`src/rtl/qs_pkg.sv`:
```
// Shared types for the sort-queue dequeue side: bank status/state, word and
// address types, and the dequeue FSM encoding.
package qs_pkg;

  localparam int BANKS_N   = 4;
  localparam int N         = 8;
  localparam int W         = 8;
  localparam int ADDR_W    = $clog2(N);
  localparam int N_W       = $clog2(N + 1);
  localparam int BANK_ID_W = $clog2(BANKS_N);

  typedef logic [ADDR_W-1:0]    addr_t;
  typedef logic [W-1:0]         w_t;
  typedef logic [N_W-1:0]       n_t;
  typedef logic [BANK_ID_W-1:0] bank_id_t;

  typedef enum logic [2:0] {
    BANK_IDLE      = 3'd0,
    BANK_LOADING   = 3'd1,
    BANK_SORTING   = 3'd2,
    BANK_READY     = 3'd3,
    BANK_UNLOADING = 3'd4
  } bank_status_t;

  typedef struct packed {
    bank_status_t status;
    n_t           n;
  } bank_state_t;

  typedef enum logic [2:0] {
    DEQ_IDLE    = 3'd0,
    DEQ_CLAIM   = 3'd1,
    DEQ_STREAM  = 3'd2,
    DEQ_DRAIN   = 3'd3,
    DEQ_RELEASE = 3'd4
  } deq_state_t;

  // Round-robin successor; 0 follows BANKS_N-1.
  function automatic bank_id_t next_bank(input bank_id_t b);
    if (b == bank_id_t'(BANKS_N - 1)) return '0;
    return b + bank_id_t'(1);
  endfunction

endpackage

```
`src/rtl/qs_deq_fifo.sv`:
```
// Output buffer for the dequeue controller: DEPTH-entry synchronous FIFO.
// Head entry is presented on dout whenever cnt is non-zero.
module qs_deq_fifo #(
  parameter int DEPTH = 4,
  parameter int DW    = 9
) (
  input  logic                         clk,
  input  logic                         rst_n,
  input  logic                         push,
  input  logic [DW-1:0]                din,
  input  logic                         pop,
  output logic [DW-1:0]                dout,
  output logic [$clog2(DEPTH+1)-1:0]   cnt
);

  localparam int PW = (DEPTH > 1) ? $clog2(DEPTH) : 1;
  localparam int CW = $clog2(DEPTH + 1);
  typedef logic [PW-1:0] ptr_t;
  typedef logic [CW-1:0] cnt_t;
  localparam ptr_t LAST_PTR  = ptr_t'(DEPTH - 1);
  localparam ptr_t PTR_ONE   = ptr_t'(1);
  localparam cnt_t CNT_ONE   = cnt_t'(1);
  localparam cnt_t CNT_DEPTH = cnt_t'(DEPTH);

  logic [DW-1:0] mem_q [DEPTH];
  logic [DW-1:0] mem_d [DEPTH];
  ptr_t          wr_ptr_q, wr_ptr_d;
  ptr_t          rd_ptr_q, rd_ptr_d;
  cnt_t          cnt_q, cnt_d;

  // Next-state for storage, pointers and occupancy.
  always_comb begin
    mem_d    = mem_q;
    wr_ptr_d = wr_ptr_q;
    rd_ptr_d = rd_ptr_q;
    cnt_d    = cnt_q;
    if (push) begin
      mem_d[wr_ptr_q] = din;
      wr_ptr_d = (wr_ptr_q == LAST_PTR) ? '0 : wr_ptr_q + PTR_ONE;
    end
    if (pop) begin
      rd_ptr_d = (rd_ptr_q == LAST_PTR) ? '0 : rd_ptr_q + PTR_ONE;
    end
    case ({push, pop})
      2'b10:   cnt_d = cnt_q + CNT_ONE;
      2'b01:   cnt_d = cnt_q - CNT_ONE;
      default: cnt_d = cnt_q;
    endcase
  end

  // Storage and pointer registers.
  always_ff @(posedge clk) begin
    if (!rst_n) begin
      for (int i = 0; i < DEPTH; i++) mem_q[i] <= '0;
      wr_ptr_q <= '0;
      rd_ptr_q <= '0;
      cnt_q    <= '0;
    end else begin
      mem_q    <= mem_d;
      wr_ptr_q <= wr_ptr_d;
      rd_ptr_q <= rd_ptr_d;
      cnt_q    <= cnt_d;
    end
  end

  assign dout = mem_q[rd_ptr_q];
  assign cnt  = cnt_q;

  // The upstream credit scheme must never push into a full buffer.
  assert property (@(posedge clk) disable iff (!rst_n)
    !(push && !pop && (cnt_q == CNT_DEPTH)));

endmodule

```
`src/rtl/qs_deq.sv`:
```
// Dequeue controller for the sort queue. Claims READY banks in round-robin
// order, streams their words out over out_vld/out_rdy with out_last on the
// final word, then returns the bank to IDLE.
//
// Handshake: a word transfers in every cycle where out_vld && out_rdy; while
// out_vld && !out_rdy the presented word and out_last hold stable.
//
// Credits: a credit is taken when a read is scheduled (one cycle before
// deq_rd_en_r) and returned when its word leaves the buffer, so scheduled +
// in-flight + buffered never exceeds DEPTH.
//
// Optional: define QS_DEQ_STATS_EN to add deq_words_cnt_r, a free-running
// count of accepted output words.
module qs_deq
  import qs_pkg::*;
#(
  parameter int DEPTH = 4
) (
  input  logic        clk,
  input  logic        rst_n,
  output bank_id_t    deq_bank_idx_r,
  output logic        deq_bank_in_vld,
  output bank_state_t deq_bank_in,
  input  bank_state_t deq_bank_out,
  output logic        deq_rd_en_r,
  output addr_t       deq_rd_addr_r,
  input  logic        deq_rd_data_vld_r,
  input  w_t          deq_rd_data_r,
  output logic        out_vld,
  output w_t          out_w,
  output logic        out_last,
  input  logic        out_rdy,
  output logic        busy_r,
  output deq_state_t  dbg_state
`ifdef QS_DEQ_STATS_EN
  ,
  output logic [31:0] deq_words_cnt_r
`endif
);

  localparam int CW = $clog2(DEPTH + 1);
  typedef logic [CW-1:0] cnt_t;
  localparam cnt_t CNT_ONE   = cnt_t'(1);
  localparam cnt_t CNT_DEPTH = cnt_t'(DEPTH);
  localparam n_t   N_ONE     = n_t'(1);

  deq_state_t  state_q, state_d;
  bank_id_t    idx_q, idx_d;
  logic        bank_in_vld_q, bank_in_vld_d;
  bank_state_t bank_in_q, bank_in_d;
  logic        rd_en_q, rd_en_d;
  addr_t       rd_addr_q, rd_addr_d;
  logic        rd_last_q, rd_last_d;
  logic        last_p1_q, last_p1_d;
  logic        last_p2_q, last_p2_d;
  n_t          n_q, n_d;
  n_t          rp_q, rp_d;
  cnt_t        cred_q, cred_d;
  logic        busy_q, busy_d;

  logic        issue;
  logic        pop;
  logic        can_issue;
  logic        drain_done;
  cnt_t        fifo_cnt;
  logic [W:0]  fifo_dout;

  qs_deq_fifo #(.DEPTH(DEPTH), .DW(W + 1)) u_fifo (
    .clk   (clk),
    .rst_n (rst_n),
    .push  (deq_rd_data_vld_r),
    .din   ({last_p2_q, deq_rd_data_r}),
    .pop   (pop),
    .dout  (fifo_dout),
    .cnt   (fifo_cnt)
  );

  assign out_vld  = (fifo_cnt != '0);
  assign out_w    = fifo_dout[W-1:0];
  assign out_last = out_vld & fifo_dout[W];
  assign pop      = out_vld & out_rdy;

  assign can_issue  = (cred_q < CNT_DEPTH) || ((cred_q == CNT_DEPTH) && pop);
  // Nothing scheduled or in flight, and the buffer empties this cycle.
  assign drain_done = (cred_q == fifo_cnt) &&
                      ((fifo_cnt == '0) || ((fifo_cnt == CNT_ONE) && pop));

  // FSM next state, bank-port and read-port outputs.
  always_comb begin
    state_d       = state_q;
    idx_d         = idx_q;
    bank_in_vld_d = 1'b0;
    bank_in_d     = bank_in_q;
    rd_en_d       = 1'b0;
    rd_addr_d     = rd_addr_q;
    rd_last_d     = 1'b0;
    n_d           = n_q;
    rp_d          = rp_q;
    issue         = 1'b0;
    case (state_q)
      DEQ_IDLE: begin
        if (deq_bank_out.status == BANK_READY) begin
          state_d          = DEQ_CLAIM;
          bank_in_vld_d    = 1'b1;
          bank_in_d        = deq_bank_out;
          bank_in_d.status = BANK_UNLOADING;
          n_d              = deq_bank_out.n;
        end
      end
      DEQ_CLAIM: begin
        rp_d = '0;
        if (n_q == '0) begin
          state_d          = DEQ_RELEASE;
          bank_in_vld_d    = 1'b1;
          bank_in_d.status = BANK_IDLE;
          bank_in_d.n      = '0;
        end else begin
          // The buffer is empty here, so address 0 is scheduled right away.
          issue     = 1'b1;
          rd_en_d   = 1'b1;
          rd_addr_d = '0;
          rd_last_d = (n_q == N_ONE);
          rp_d      = N_ONE;
          state_d   = (n_q == N_ONE) ? DEQ_DRAIN : DEQ_STREAM;
        end
      end
      DEQ_STREAM: begin
        if (can_issue) begin
          issue     = 1'b1;
          rd_en_d   = 1'b1;
          rd_addr_d = addr_t'(rp_q);
          rd_last_d = (rp_q == n_q - N_ONE);
          rp_d      = rp_q + N_ONE;
          if (rp_q == n_q - N_ONE) state_d = DEQ_DRAIN;
        end
      end
      DEQ_DRAIN: begin
        if (drain_done) begin
          state_d          = DEQ_RELEASE;
          bank_in_vld_d    = 1'b1;
          bank_in_d.status = BANK_IDLE;
          bank_in_d.n      = '0;
        end
      end
      DEQ_RELEASE: begin
        idx_d   = next_bank(idx_q);
        state_d = DEQ_IDLE;
      end
      default: state_d = DEQ_IDLE;
    endcase
  end

  // Credit count, last-flag pipeline aligned to read latency, busy flag.
  always_comb begin
    cred_d = cred_q;
    if (issue && !pop)      cred_d = cred_q + CNT_ONE;
    else if (!issue && pop) cred_d = cred_q - CNT_ONE;
    last_p1_d = rd_en_q & rd_last_q;
    last_p2_d = last_p1_q;
    busy_d    = (state_d != DEQ_IDLE);
  end

  // Controller registers.
  always_ff @(posedge clk) begin
    if (!rst_n) begin
      state_q       <= DEQ_IDLE;
      idx_q         <= '0;
      bank_in_vld_q <= 1'b0;
      bank_in_q     <= '0;
      rd_en_q       <= 1'b0;
      rd_addr_q     <= '0;
      rd_last_q     <= 1'b0;
      last_p1_q     <= 1'b0;
      last_p2_q     <= 1'b0;
      n_q           <= '0;
      rp_q          <= '0;
      cred_q        <= '0;
      busy_q        <= 1'b0;
    end else begin
      state_q       <= state_d;
      idx_q         <= idx_d;
      bank_in_vld_q <= bank_in_vld_d;
      bank_in_q     <= bank_in_d;
      rd_en_q       <= rd_en_d;
      rd_addr_q     <= rd_addr_d;
      rd_last_q     <= rd_last_d;
      last_p1_q     <= last_p1_d;
      last_p2_q     <= last_p2_d;
      n_q           <= n_d;
      rp_q          <= rp_d;
      cred_q        <= cred_d;
      busy_q        <= busy_d;
    end
  end

  assign deq_bank_idx_r  = idx_q;
  assign deq_bank_in_vld = bank_in_vld_q;
  assign deq_bank_in     = bank_in_q;
  assign deq_rd_en_r     = rd_en_q;
  assign deq_rd_addr_r   = rd_addr_q;
  assign busy_r          = busy_q;
  assign dbg_state       = state_q;

`ifdef QS_DEQ_STATS_EN
  logic [31:0] words_q, words_d;

  // Accepted-word counter, wraps at 2^32.
  always_comb begin
    words_d = words_q;
    if (pop) words_d = words_q + 32'd1;
  end

  // Accepted-word counter register.
  always_ff @(posedge clk) begin
    if (!rst_n) words_q <= '0;
    else        words_q <= words_d;
  end

  assign deq_words_cnt_r = words_q;
`endif

endmodule

```
`config.mk`:
```
export PLATFORM = sky130hd
export DESIGN_NAME = qs_deq
export DESIGN_NICKNAME = d
export VERILOG_FILES = /design/src/rtl/qs_pkg.sv /design/src/rtl/qs_deq_fifo.sv /design/src/rtl/qs_deq.sv
export SDC_FILE = /design/constraint.sdc
export NUM_CORES = 1
export LEC_CHECK = 0
export BUFFER_PORTS_ARGS = -buffer_cell sky130_fd_sc_hd__buf_2
export CORE_MARGIN = 2
export CORE_UTILIZATION = 55
export DETAILED_ROUTE_END_ITERATION = 8
export PLACE_DENSITY = 0.76
export SLEW_MARGIN = 20
export SYNTH_ARGS = -nofsm -noshare
export SYNTH_HDL_FRONTEND = slang
export SYNTH_HIERARCHICAL = 1
export SYNTH_SLANG_ARGS = --single-unit
```
`constraint.sdc`:
```
create_clock -name clk -period 4.55 [get_ports clk]
set_input_delay 0.91 -clock clk [delete_from_list [all_inputs] [get_ports clk]]
set_output_delay 0.91 -clock clk [all_outputs]
set_load 0.05 [all_outputs]
```
==> results.py, run 1 <==
metrics = {
    "logic_synthesis": {
        "synth_top_cell_by_area": "dfxtp_1",
        "synth_top_area_share": 0.419,
        "ys_types": 47,
        "synth-edff-count": 0,
        "syn_area_per_cell_um2": 9.32,
        "synth.ff_latch_count": 73,
        "synth_area_leaders": "dfxtp_1, a21boi_0, nand3_1",
        "synth_seq_area_share": 0.419,
        "synthMuxAreaShare": 0.0678,
        "syn_area_um2": 3490,
        "synth_compound_area_frac": 0.159,
        "synth_xor_area_frac": 0.0269,
        "synthAdderAreaFrac": 0.0546,
        "synthFlopType": "dfxtp_1",
        "synthCells": 374,
        "yosys.area_share.simple": 0.222,
        "postSynth.asyncResetShare": 0,
        "yosysWarnings": 6,
        "synth_top_family_by_area": "simple AND/OR/NAND/NOR gates",
    },
    "sta": {
        "rsz0062_at_grt": "no",
        "final-hold-violation-count": 0,
        "worst_pin_slew_ns": 0.807,
        "fmax_ghz": 0.332,
        "finClkSkew_ns": 0.00817,
        "period_share": 0.662,
        "setup_violations": 0,
        "final.min_clock_period_ns": 3.01,
        "relSlewSlack": 0.462,
        "maxSlewViolCount": 0,
        "setup_tns_ns": 0,
    },
    "clock_tree": {
        "ctsHoldBuffers": 0,
        "clk_path_buf_depth": 2,
        "cts_htree_levels": 3,
        "cts_inserted_buffers": 9,
        "cts_root_buf": "clkbuf_8",
        "worstSkewPairLatency_ns": 0.34,
        "post-cts-setup-buffer-count": 0,
        "tritoncts": "yes",
        "clkSinkCount": 73,
        "path_clk_slew_ns": 0.07,
        "cts_resized": 0,
    },
    "floorplan": {
        "die_x_um": 83.6,
        "core_um2": 6240,
        "ioPinCount": 47,
        "rows": 29,
        "die_h_um": 83.6,
        "die_area_um2": 6990,
        "start_util": 0.559,
    },
    "critical_path": {
        "crit_fanout": 12,
        "start_kind": "flop",
        "r2r_cells": 9,
        "endpoint_kind": "output pin",
        "cp.required_ns": 3.64,
        "path_class": "flop to output pin",
        "critPathArrivalTime_ns": 2.10,
    },
    "power": {
        "irDropWorstVdd_v": 0.000339,
        "total_power_w": 0.00169,
        "p_leak_nw": 1.52,
        "intPower_w": 0.00117,
        "combPwrFrac": 0.222,
        "p_switching_w": 0.000527,
        "p_per_area_nw_per_um2": 432,
        "pwr-share-seq": 0.440,
        "pwr-share-clk": 0.338,
        "switching_share": 0.311,
    },
    "placed_design": {
        "gp_congestion": 0.891,
        "dpl_cell_area_um2": 3690,
        "portBuffers": 44,
        "dpl.hpwl_um": 4970,
    },
    "final_layout": {
        "n_fill_cell": 550,
        "antennaDiodeCount": 0,
        "seq_area_um2": 1460,
        "area_growth_pct": 12.5,
        "utilization": 0.628,
        "final_cell_area_um2": 3920,
        "multiInputGateArea_um2": 1860,
        "layout-drive-gt1-share": 0.181,
        "final_nets": 442,
    },
    "global_route": {
        "grt_pass1_vias": 2647,
        "grt_pass1_wl_um": 12300,
        "grt_overflow": 0,
        "grt_usage": 0.216,
        "grt_max_degree": 44,
        "antenna_found_initial": 0,
    },
    "worst_hold_path": {
        "hold_class": "flop to flop",
        "holdPathStages": 1,
    },
    "routing": {
        "drcViolationCount": 0,
        "wl_um": 7350,
        "first_pass_iters": 4,
        "drtIter0Drc": 224,
        "vias": 2775,
        "vias_per_cell": 5.65,
        "antenna_left": 0,
        "wl_per_cell_um": 15.0,
    },
    "status": {
        "outcome": "finished clean",
    },
    "job": {
        "drv_cap": 0,
    },
}
## registers in the layout, summed over array words and instances (netlist names)
| signal | flops |
|---|---|
| u_fifo/mem_q | 36 |
| deq_bank_in | 5 |
| n_q | 4 |
| rp_q | 4 |
| cred_q | 3 |
| dbg_state | 3 |
| deq_rd_addr_r | 3 |
| u_fifo/cnt | 3 |
| deq_bank_idx_r | 2 |
| u_fifo/rd_ptr_q | 2 |
| u_fifo/wr_ptr_q | 2 |
| busy_r | 1 |
| deq_bank_in_vld | 1 |
| deq_rd_en_r | 1 |
| last_p1_q | 1 |
| last_p2_q | 1 |
| rd_last_q | 1 |
## metal layers
layer | wire length, um | vias up | part of all wire | global-route usage
met5 | 0 | - | 0 | 0
met1 | 3470 | 1328 | 0.47 | 0.296
met2 | 3480 | 57 | 0.47 | 0.340
met3 | 365 | 4 | 0.050 | 0.0504
li1 | - | 1386 | - | -
met4 | 40 | 0 | 0.0054 | 0.0718
## final cells by class
| cell class | instances | share of cell area |
|---|---|---|
| Clock buffer | 11 | 0.0386 |
| Clock inverter | 5 | 0.0198 |
| Inverter | 13 | 0.0124 |
| Multi-Input combinational cell | 267 | 0.474 |
| Sequential cell | 73 | 0.373 |
| Tap cell | 77 | 0.0246 |
| Timing Repair Buffer | 45 | 0.0581 |
## synthesized netlist by cell type, types with 4 or more instances
library cell / count
a21boi_0: 46
clkbuf_1: 8
dfxtp_1: 73
xnor2_1: 5
nor3_1: 4
nand4_1: 5
buf_2: 8
o211ai_1: 4
nor2_1: 5
nand2_1: 54
or3_1: 7
ha_1: 12
mux4_2: 8
nor2b_1: 7
and2_1: 5
nand3_1: 44
inv_1: 13
a21oi_1: 11
o21ai_0: 6
## cells in the final DEF, fill, tap and decap left out, types with 8 or more instances in the layout
| cell | instances |
|---|---|
| clkbuf_8 | 11 |
| buf_2 | 44 |
| ha_1 | 12 |
| dfxtp_1 | 73 |
| inv_1 | 13 |
| nand2_1 | 54 |
| nand3_1 | 44 |
| a21boi_0 | 46 |
| mux4_2 | 8 |
| a21oi_1 | 11 |
## power groups by stage
| stage | clock network [W] | registers [W] | logic (W) |
|---|---|---|---|
| 3_5_place_dp | 0 | 0.000762 | 0.000375 |
| 2_1_floorplan | 0 | 0.000742 | 0.000310 |
| 6_report | 0.000572 | 0.000746 | 0.000376 |
| 4_1_cts | 0.000583 | 0.000747 | 0.000377 |
| 5_1_grt | 0.000604 | 0.000756 | 0.000409 |
| 3_3_place_gp | 0 | 0.000760 | 0.000360 |
## stage by stage
stage          setup slack (ns)  hold slack (ns)  std cells
2_1_floorplan              1.53            0.412        375
3_3_place_gp               1.38            0.427        475
3_5_place_dp               1.31            0.429        475
4_1_cts                    1.49            0.446        491
5_1_grt                    1.42            0.471        491
6_report                   1.54            0.441        491
## kinds of logic after synthesis
family          Yosys count
mux                      12
fa+ha+maj                14
other cells               1
compound gates           79
flops                    73
simple gates            151
xor+xnor                  9
buf+inv                  35
## final timing paths
kind                      start         to  slack [ns]
max          u_fifo/rd_ptr_q[0]   out_last        1.54
min                   last_p1_q  last_p2_q        0.44
max reg2reg        dbg_state[1]  cred_q[2]        1.88
min reg2reg           last_p1_q  last_p2_q        0.44
## worst max-delay path, cell delays in order, from the launching register on
cell and delay [ns]:
dfxtp_1 0.78, mux4_1 0.64, and2_1 0.15, buf_2 0.20
(Power assumes the default switching activity.)
==> run 2, diff against run 1 <==
--- a/config.mk
+++ b/config.mk
@@ -5,6 +5,7 @@
 export SDC_FILE = /design/constraint.sdc
 export NUM_CORES = 1
 export LEC_CHECK = 0
+export ABC_AREA = 1
 export BUFFER_PORTS_ARGS = -buffer_cell sky130_fd_sc_hd__buf_2
 export CORE_MARGIN = 2
 export CORE_UTILIZATION = 55
==> constraint.sdc (replaced) <==
create_clock -name clk -period 2.9 [get_ports clk]
set_input_delay 0.58 -clock clk [delete_from_list [all_inputs] [get_ports clk]]
set_output_delay 0.58 -clock clk [all_outputs]
set_load 0.05 [all_outputs]
==> run 2 against run 1 <==
Via count is 8.0% higher. Critical endpoint unchanged. Worst hold slack lost 0.025 ns. Total power rose by 67%.
==> results.py, run 2 <==
metrics = {
    "global_route": {
        "grt_usage": 0.234,
        "antenna_found_initial": 0,
        "grt_pass1_wl_um": 11900,
        "grt_pass1_vias": 2635,
        "grt_max_degree": 56,
        "grt_overflow": 0,
    },
    "logic_synthesis": {
        "synth_top_area_share": 0.443,
        "yosysWarnings": 6,
        "syn_area_per_cell_um2": 7.23,
        "ys_types": 29,
        "syn_area_um2": 3300,
        "synth_most_common_cell": "nor2_1",
        "ys_top_cells_by_count": "nor2_1, dfxtp_1, o21ai_0, nand2_1, inv_1",
        "synth_top_cell_by_area": "dfxtp_1",
        "synthCells": 456,
        "synth_seq_area_share": 0.443,
        "synth.ff_latch_count": 73,
        "synth-edff-count": 0,
        "synthFlopType": "dfxtp_1",
        "postSynth.asyncResetShare": 0,
        "synth_area_leaders": "dfxtp_1, nor2_1, o21ai_0",
    },
    "final_layout": {
        "final_nets": 536,
        "area_growth_pct": 15.1,
        "largest_reg_flops": 36,
        "utilization": 0.649,
        "antennaDiodeCount": 0,
        "layout-drive-gt1-share": 0.157,
        "layoutNonFillerInstCount": 583,
        "layout_common_cells": "nor2_1, dfxtp_1, o21ai_0",
        "layout_commonest_cell": "nor2_1",
        "regMostFlops": "u_fifo/mem_q",
    },
    "placed_design": {
        "portBuffers": 44,
        "dpl.cell_count": 567,
        "gp_congestion": 0.853,
        "dpl.hpwl_um": 5020,
    },
    "sta": {
        "maxSlewViolCount": 0,
        "fmax_ghz": 0.415,
        "rsz0062_at_grt": "no",
        "finClkSkew_ns": 0.00766,
        "hold_ws_ns": 0.415,
        "period_share": 0.832,
        "setup_violations": 0,
        "final-hold-violation-count": 0,
        "final.min_clock_period_ns": 2.41,
        "setup_tns_ns": 0,
    },
    "power": {
        "pwr-share-clk": 0.313,
        "p_switching_w": 0.00102,
        "p_per_area_nw_per_um2": 745,
        "irDropWorstVdd_v": 0.000364,
        "combPwrFrac": 0.280,
        "switching_share": 0.361,
        "pwr-share-seq": 0.408,
        "intPower_w": 0.00181,
        "p_leak_nw": 1.73,
    },
    "routing": {
        "wl_um": 7370,
        "wl_per_cell_um": 12.6,
        "antenna_left": 0,
        "drcViolationCount": 0,
        "first_pass_iters": 4,
        "vias_per_cell": 5.14,
        "vias": 2998,
        "drtIter0Drc": 217,
    },
    "critical_path": {
        "crit_top_cell": "inv_1",
        "crit_start": "u_fifo/rd_ptr_q[1]",
        "endpoint_kind": "output pin",
        "critPathArrivalTime_ns": 1.83,
        "worstPathCellList": "inv_1, o21ai_0, o22ai_1, inv_1, nor2_1, buf_2",
        "start_kind": "flop",
        "cp.required_ns": 2.32,
        "r2r_start": "n_q[0]",
        "path_class": "flop to output pin",
        "cpPeakStageDelay_ns": 0.43,
        "crit_fanout": 11,
        "crit_slowest_cell": "dfxtp_1",
    },
    "clock_tree": {
        "cts_root_buf": "clkbuf_8",
        "path_clk_slew_ns": 0.07,
        "worstSkewPairLatency_ns": 0.35,
        "clk_path_buf_depth": 2,
        "cts_inserted_buffers": 9,
        "cts_htree_levels": 3,
        "post-cts-setup-buffer-count": 0,
        "ctsHoldBuffers": 0,
        "tritoncts": "yes",
        "clkSinkCount": 73,
        "cts_resized": 0,
    },
    "worst_hold_path": {
        "hold_class": "flop to flop",
        "hp-start": "last_p1_q",
    },
    "floorplan": {
        "die_x_um": 81.4,
        "die_h_um": 81.4,
        "die_area_um2": 6630,
        "rows": 28,
        "core_um2": 5850,
        "start_util": 0.564,
        "ioPinCount": 47,
    },
    "job": {
        "drv_cap": 0,
    },
    "status": {
        "outcome": "finished clean",
    },
}
## run 2: cell count changes after synthesis, moves of 10 or more
cell / before / now
a21boi_0: 46 / 0
a21oi_1: 11 / 24
inv_1: 13 / 38
inv_2: 0 / 10
nand3_1: 44 / 16
nor2_1: 5 / 118
o21ai_0: 6 / 69
## run 2: cells by family after synthesis
logic type | Yosys count | synth area share
xor gates and xnor gates | 5 | 0.0133
and+or+nand+nor | 199 | 0.249
AOI/OAI and AO/OA | 103 | 0.161
DFF | 73 | 0.443
adders and majority gates | 14 | 0.0577
other | 1 | 0.00114
buffers and inverters | 61 | 0.0747
## run 2: final cells by class
class,count,area (um^2)
Clock buffer,11,141
Clock inverter,5,78.8
Fill cell,517,2060
Inverter,50,190
Multi-Input combinational cell,323,1590
Sequential cell,73,1460
Tap cell,75,93.8
Timing Repair Buffer,46,235
## run 2: worst paths after layout
kind / to / cells past startpoint / slack (ns)
setup reg to reg: cred_q[2] / 14 / 0.54
hold / removal: last_p2_q / 2 / 0.42
setup / recovery: out_last / 6 / 0.49
hold reg to reg: last_p2_q / 2 / 0.42
## run 2: stage by stage
stage | instance area [um^2] | setup slack, ns | total power, W
final | 3790 | 0.488 | 0.00283
after global routing | 3790 | 0.303 | 0.00298
after CTS | 3790 | 0.484 | 0.00284
after detailed placement | 3570 | 0.602 | 0.00197
after global placement | 3570 | 0.680 | 0.00195
after floorplan | 3300 | 0.564 | 0.00178
## run 2: critical path, delay by kind of cell (launching register included)
family	cells	cell delay [ns]
buffers and inverters	3	0.66
flip-flops	1	0.43
AND/OR/NAND/NOR	1	0.11
AO/OA/AOI/OAI	2	0.29
## run 2: routing by layer
layer,share of wire,vias to the layer above,global-route usage
li1,-,1553,-
met1,0.44,1349,0.275
met2,0.49,78,0.404
met3,0.052,18,0.0516
met4,0.024,0,0.112
met5,0,-,0
## run 2: power by group through the flow
stage	Clock [W]	Sequential (W)	Combinational, W
after CTS	0.000898	0.00115	0.000794
after floorplan	0	0.00118	0.000603
after detailed placement	0	0.00117	0.000790
after global placement	0	0.00117	0.000776
after global routing	0.000934	0.00116	0.000884
final	0.000883	0.00115	0.000790
==> run 3, diff against run 2 <==
--- a/config.mk
+++ b/config.mk
@@ -8,9 +8,9 @@
 export ABC_AREA = 1
 export BUFFER_PORTS_ARGS = -buffer_cell sky130_fd_sc_hd__buf_2
 export CORE_MARGIN = 2
-export CORE_UTILIZATION = 55
+export CORE_UTILIZATION = 51
 export DETAILED_ROUTE_END_ITERATION = 8
-export PLACE_DENSITY = 0.76
+export PLACE_DENSITY = 0.74
 export SLEW_MARGIN = 20
 export SYNTH_ARGS = -nofsm -noshare
 export SYNTH_HDL_FRONTEND = slang
==> constraint.sdc (replaced) <==
create_clock -name clk -period 2.2 [get_ports clk]
set_input_delay 0.44 -clock clk [delete_from_list [all_inputs] [get_ports clk]]
set_output_delay 0.44 -clock clk [all_outputs]
set_load 0.05 [all_outputs]
==> run 3 against run 2 <==
Sequential share of layout area is 0.056 points lower. Flip-flop and latch count stayed put. Worst setup slack got worse by 0.35 ns. Wire length is 3.3% higher. Largest power group unchanged. Combinational power increased by 41%. Total power is 26% higher. Core utilization down 4.4 points. Critical endpoint is now cred_q[1]. Worst hold slack got worse by 0.059 ns. Global-route usage down 1.7 points.
==> results.py, run 3 (same netlist as run 2, synthesis figures left out) <==
metrics = {
    "routing": {
        "vias_per_cell": 5.18,
        "antenna_left": 0,
        "vias": 3055,
        "drtIter0Drc": 177,
        "wl_met2_um": 3640,
        "wl_per_cell_um": 12.9,
        "dr.max_layer_used": "met4",
        "wl_um": 7610,
        "first_pass_iters": 5,
        "met3WireLength_um": 493,
        "met1_length_um": 3350,
        "drcViolationCount": 0,
    },
    "global_route": {
        "antenna_found_initial": 0,
        "grt_max_degree": 45,
        "grt_pass1_wl_um": 12500,
        "grt_usage": 0.217,
        "grt_overflow": 0,
        "grt_pass1_vias": 2825,
    },
    "final_layout": {
        "layout-drive-gt1-share": 0.191,
        "largest_reg_flops": 36,
        "area_growth_pct": 15.8,
        "layout_common_cells": "nor2_1, o21ai_0, dfxtp_1",
        "utilization": 0.605,
        "antennaDiodeCount": 0,
        "final_nets": 541,
        "regMostFlops": "u_fifo/mem_q",
        "layout_commonest_cell": "nor2_1",
    },
    "placed_design": {
        "place_ws_ns": 0.00520,
        "dpl.hpwl_um": 5070,
        "portBuffers": 44,
        "gp_congestion": 0.859,
    },
    "clock_tree": {
        "cts_root_buf": "clkbuf_8",
        "worstSkewPairLatency_ns": 0.35,
        "cts_htree_levels": 3,
        "path_clk_slew_ns": 0.08,
        "ctsHoldBuffers": 0,
        "tritoncts": "yes",
        "cts_inserted_buffers": 9,
        "clkSinkCount": 73,
        "clk_path_buf_depth": 2,
    },
    "critical_path": {
        "path_buf_inv": 4,
        "r2r_cells": 12,
        "regToRegSetupSlack_ns": 0.14,
        "critPathArrivalTime_ns": 2.32,
        "r2r_start": "n_q[1]",
        "cpPeakStageDelay_ns": 0.43,
        "endpoint_kind": "flop",
        "cp.required_ns": 2.45,
        "crit_top_cell": "inv_1",
        "path_class": "flop to flop",
        "start_kind": "flop",
        "crit_family": "adder cells",
        "crit_slowest_cell": "fa_2",
        "crit_fanout": 5,
        "worstPathCellList": "inv_1, ha_2, nand3_2, inv_1, nand2_2, nand2_4, inv_4, ha_1, inv_2, fa_2, o21ai_0, nor2_1",
        "r2r-end": "cred_q[1]",
    },
    "floorplan": {
        "rows": 29,
        "core_um2": 6310,
        "die_x_um": 84.4,
        "die_area_um2": 7130,
        "ioPinCount": 47,
        "start_util": 0.522,
        "die_h_um": 84.4,
    },
    "sta": {
        "setup_tns_ns": 0,
        "finClkSkew_ns": 0.00526,
        "period_share": 0.937,
        "final-hold-violation-count": 0,
        "setup_slack_ns": 0.138,
        "maxSlewViolCount": 0,
        "final.min_clock_period_ns": 2.06,
        "fmax_ghz": 0.485,
        "setup_violations": 0,
    },
    "power": {
        "p_per_area_nw_per_um2": 931,
        "irDropWorstVdd_v": 0.000513,
        "p_leak_nw": 1.74,
    },
    "status": {
        "outcome": "finished clean",
    },
    "worst_hold_path": {
        "whs_endpoint": "n_q[1]",
        "hold_class": "input pin to flop",
        "hp-start": "deq_bank_out[1]",
        "holdPathStages": 3,
    },
    "job": {
        "drv_cap": 0,
    },
}
run 3: cell count changes in the layout (fill, tap and decap cells not counted), moves of 2 or more:
cell / change
o21ai_1: +2
bufinv_16: -2
o21ai_0: -2
buf_4: +5
dfxtp_2: +6
dfxtp_1: -6
run 3: metrics by stage:
stage	instances	hold slack (ns)	total power, W	cell area (um^2)
after floorplan	457	0.390	0.00235	3310
after global placement	573	0.396	0.00260	3610
after detailed placement	573	0.403	0.00262	3610
after CTS	589	0.350	0.00356	3790
after global routing	590	0.371	0.00377	3820
final	590	0.356	0.00356	3820
run 3: final cells by class:
class | instances | area (um^2)
Tap cell | 77 | 96.3
Fill cell | 583 | 2490
Sequential cell | 73 | 1470
Inverter | 50 | 193
Timing Repair Buffer | 51 | 273
Multi-Input combinational cell | 323 | 1620
Clock buffer | 10 | 128
Clock inverter | 6 | 43.8
run 3: worst max-delay path by stage:
stage                      to  depth (start not counted)         start  slack [ns]
floorplan           cred_q[2]                         13  dbg_state[2]      0.0002
global placement    cred_q[2]                         14        n_q[1]        0.08
detailed placement  cred_q[2]                         14        n_q[1]       0.005
CTS                 cred_q[2]                         14        n_q[1]        0.01
global route        cred_q[2]                         14  dbg_state[0]       -0.01
finish              cred_q[1]                         12        n_q[1]        0.14
run 3: report_power, final:
group | internal [W] | switching [W] | total, W
Clock | 0.000413 | 0.000525 | 0.000938
Combinational | 0.000324 | 0.000786 | 0.00111
Sequential | 0.00142 | 0.0000867 | 0.00151
run 3: worst min-delay path, delay by kind of cell:
family / cells / cell delay, ns
compound gates: 1 / 0.06
simple gates: 1 / 0.07
buf+inv: 1 / 0.09
run 3: repair_timing:
action / in CTS / in global routing
endpoints found under the setup margin: 2 / 1
resized for setup: 3 / 11
pin swaps: 0 / 3
buffers inserted: 0 / 1
cloned: 0 / 0
run 3: metal layers:
layer	vias up	track usage
met5	-	0
met4	0	0.102
met3	13	0.0403
met2	112	0.360
met1	1363	0.275
li1	1567	-
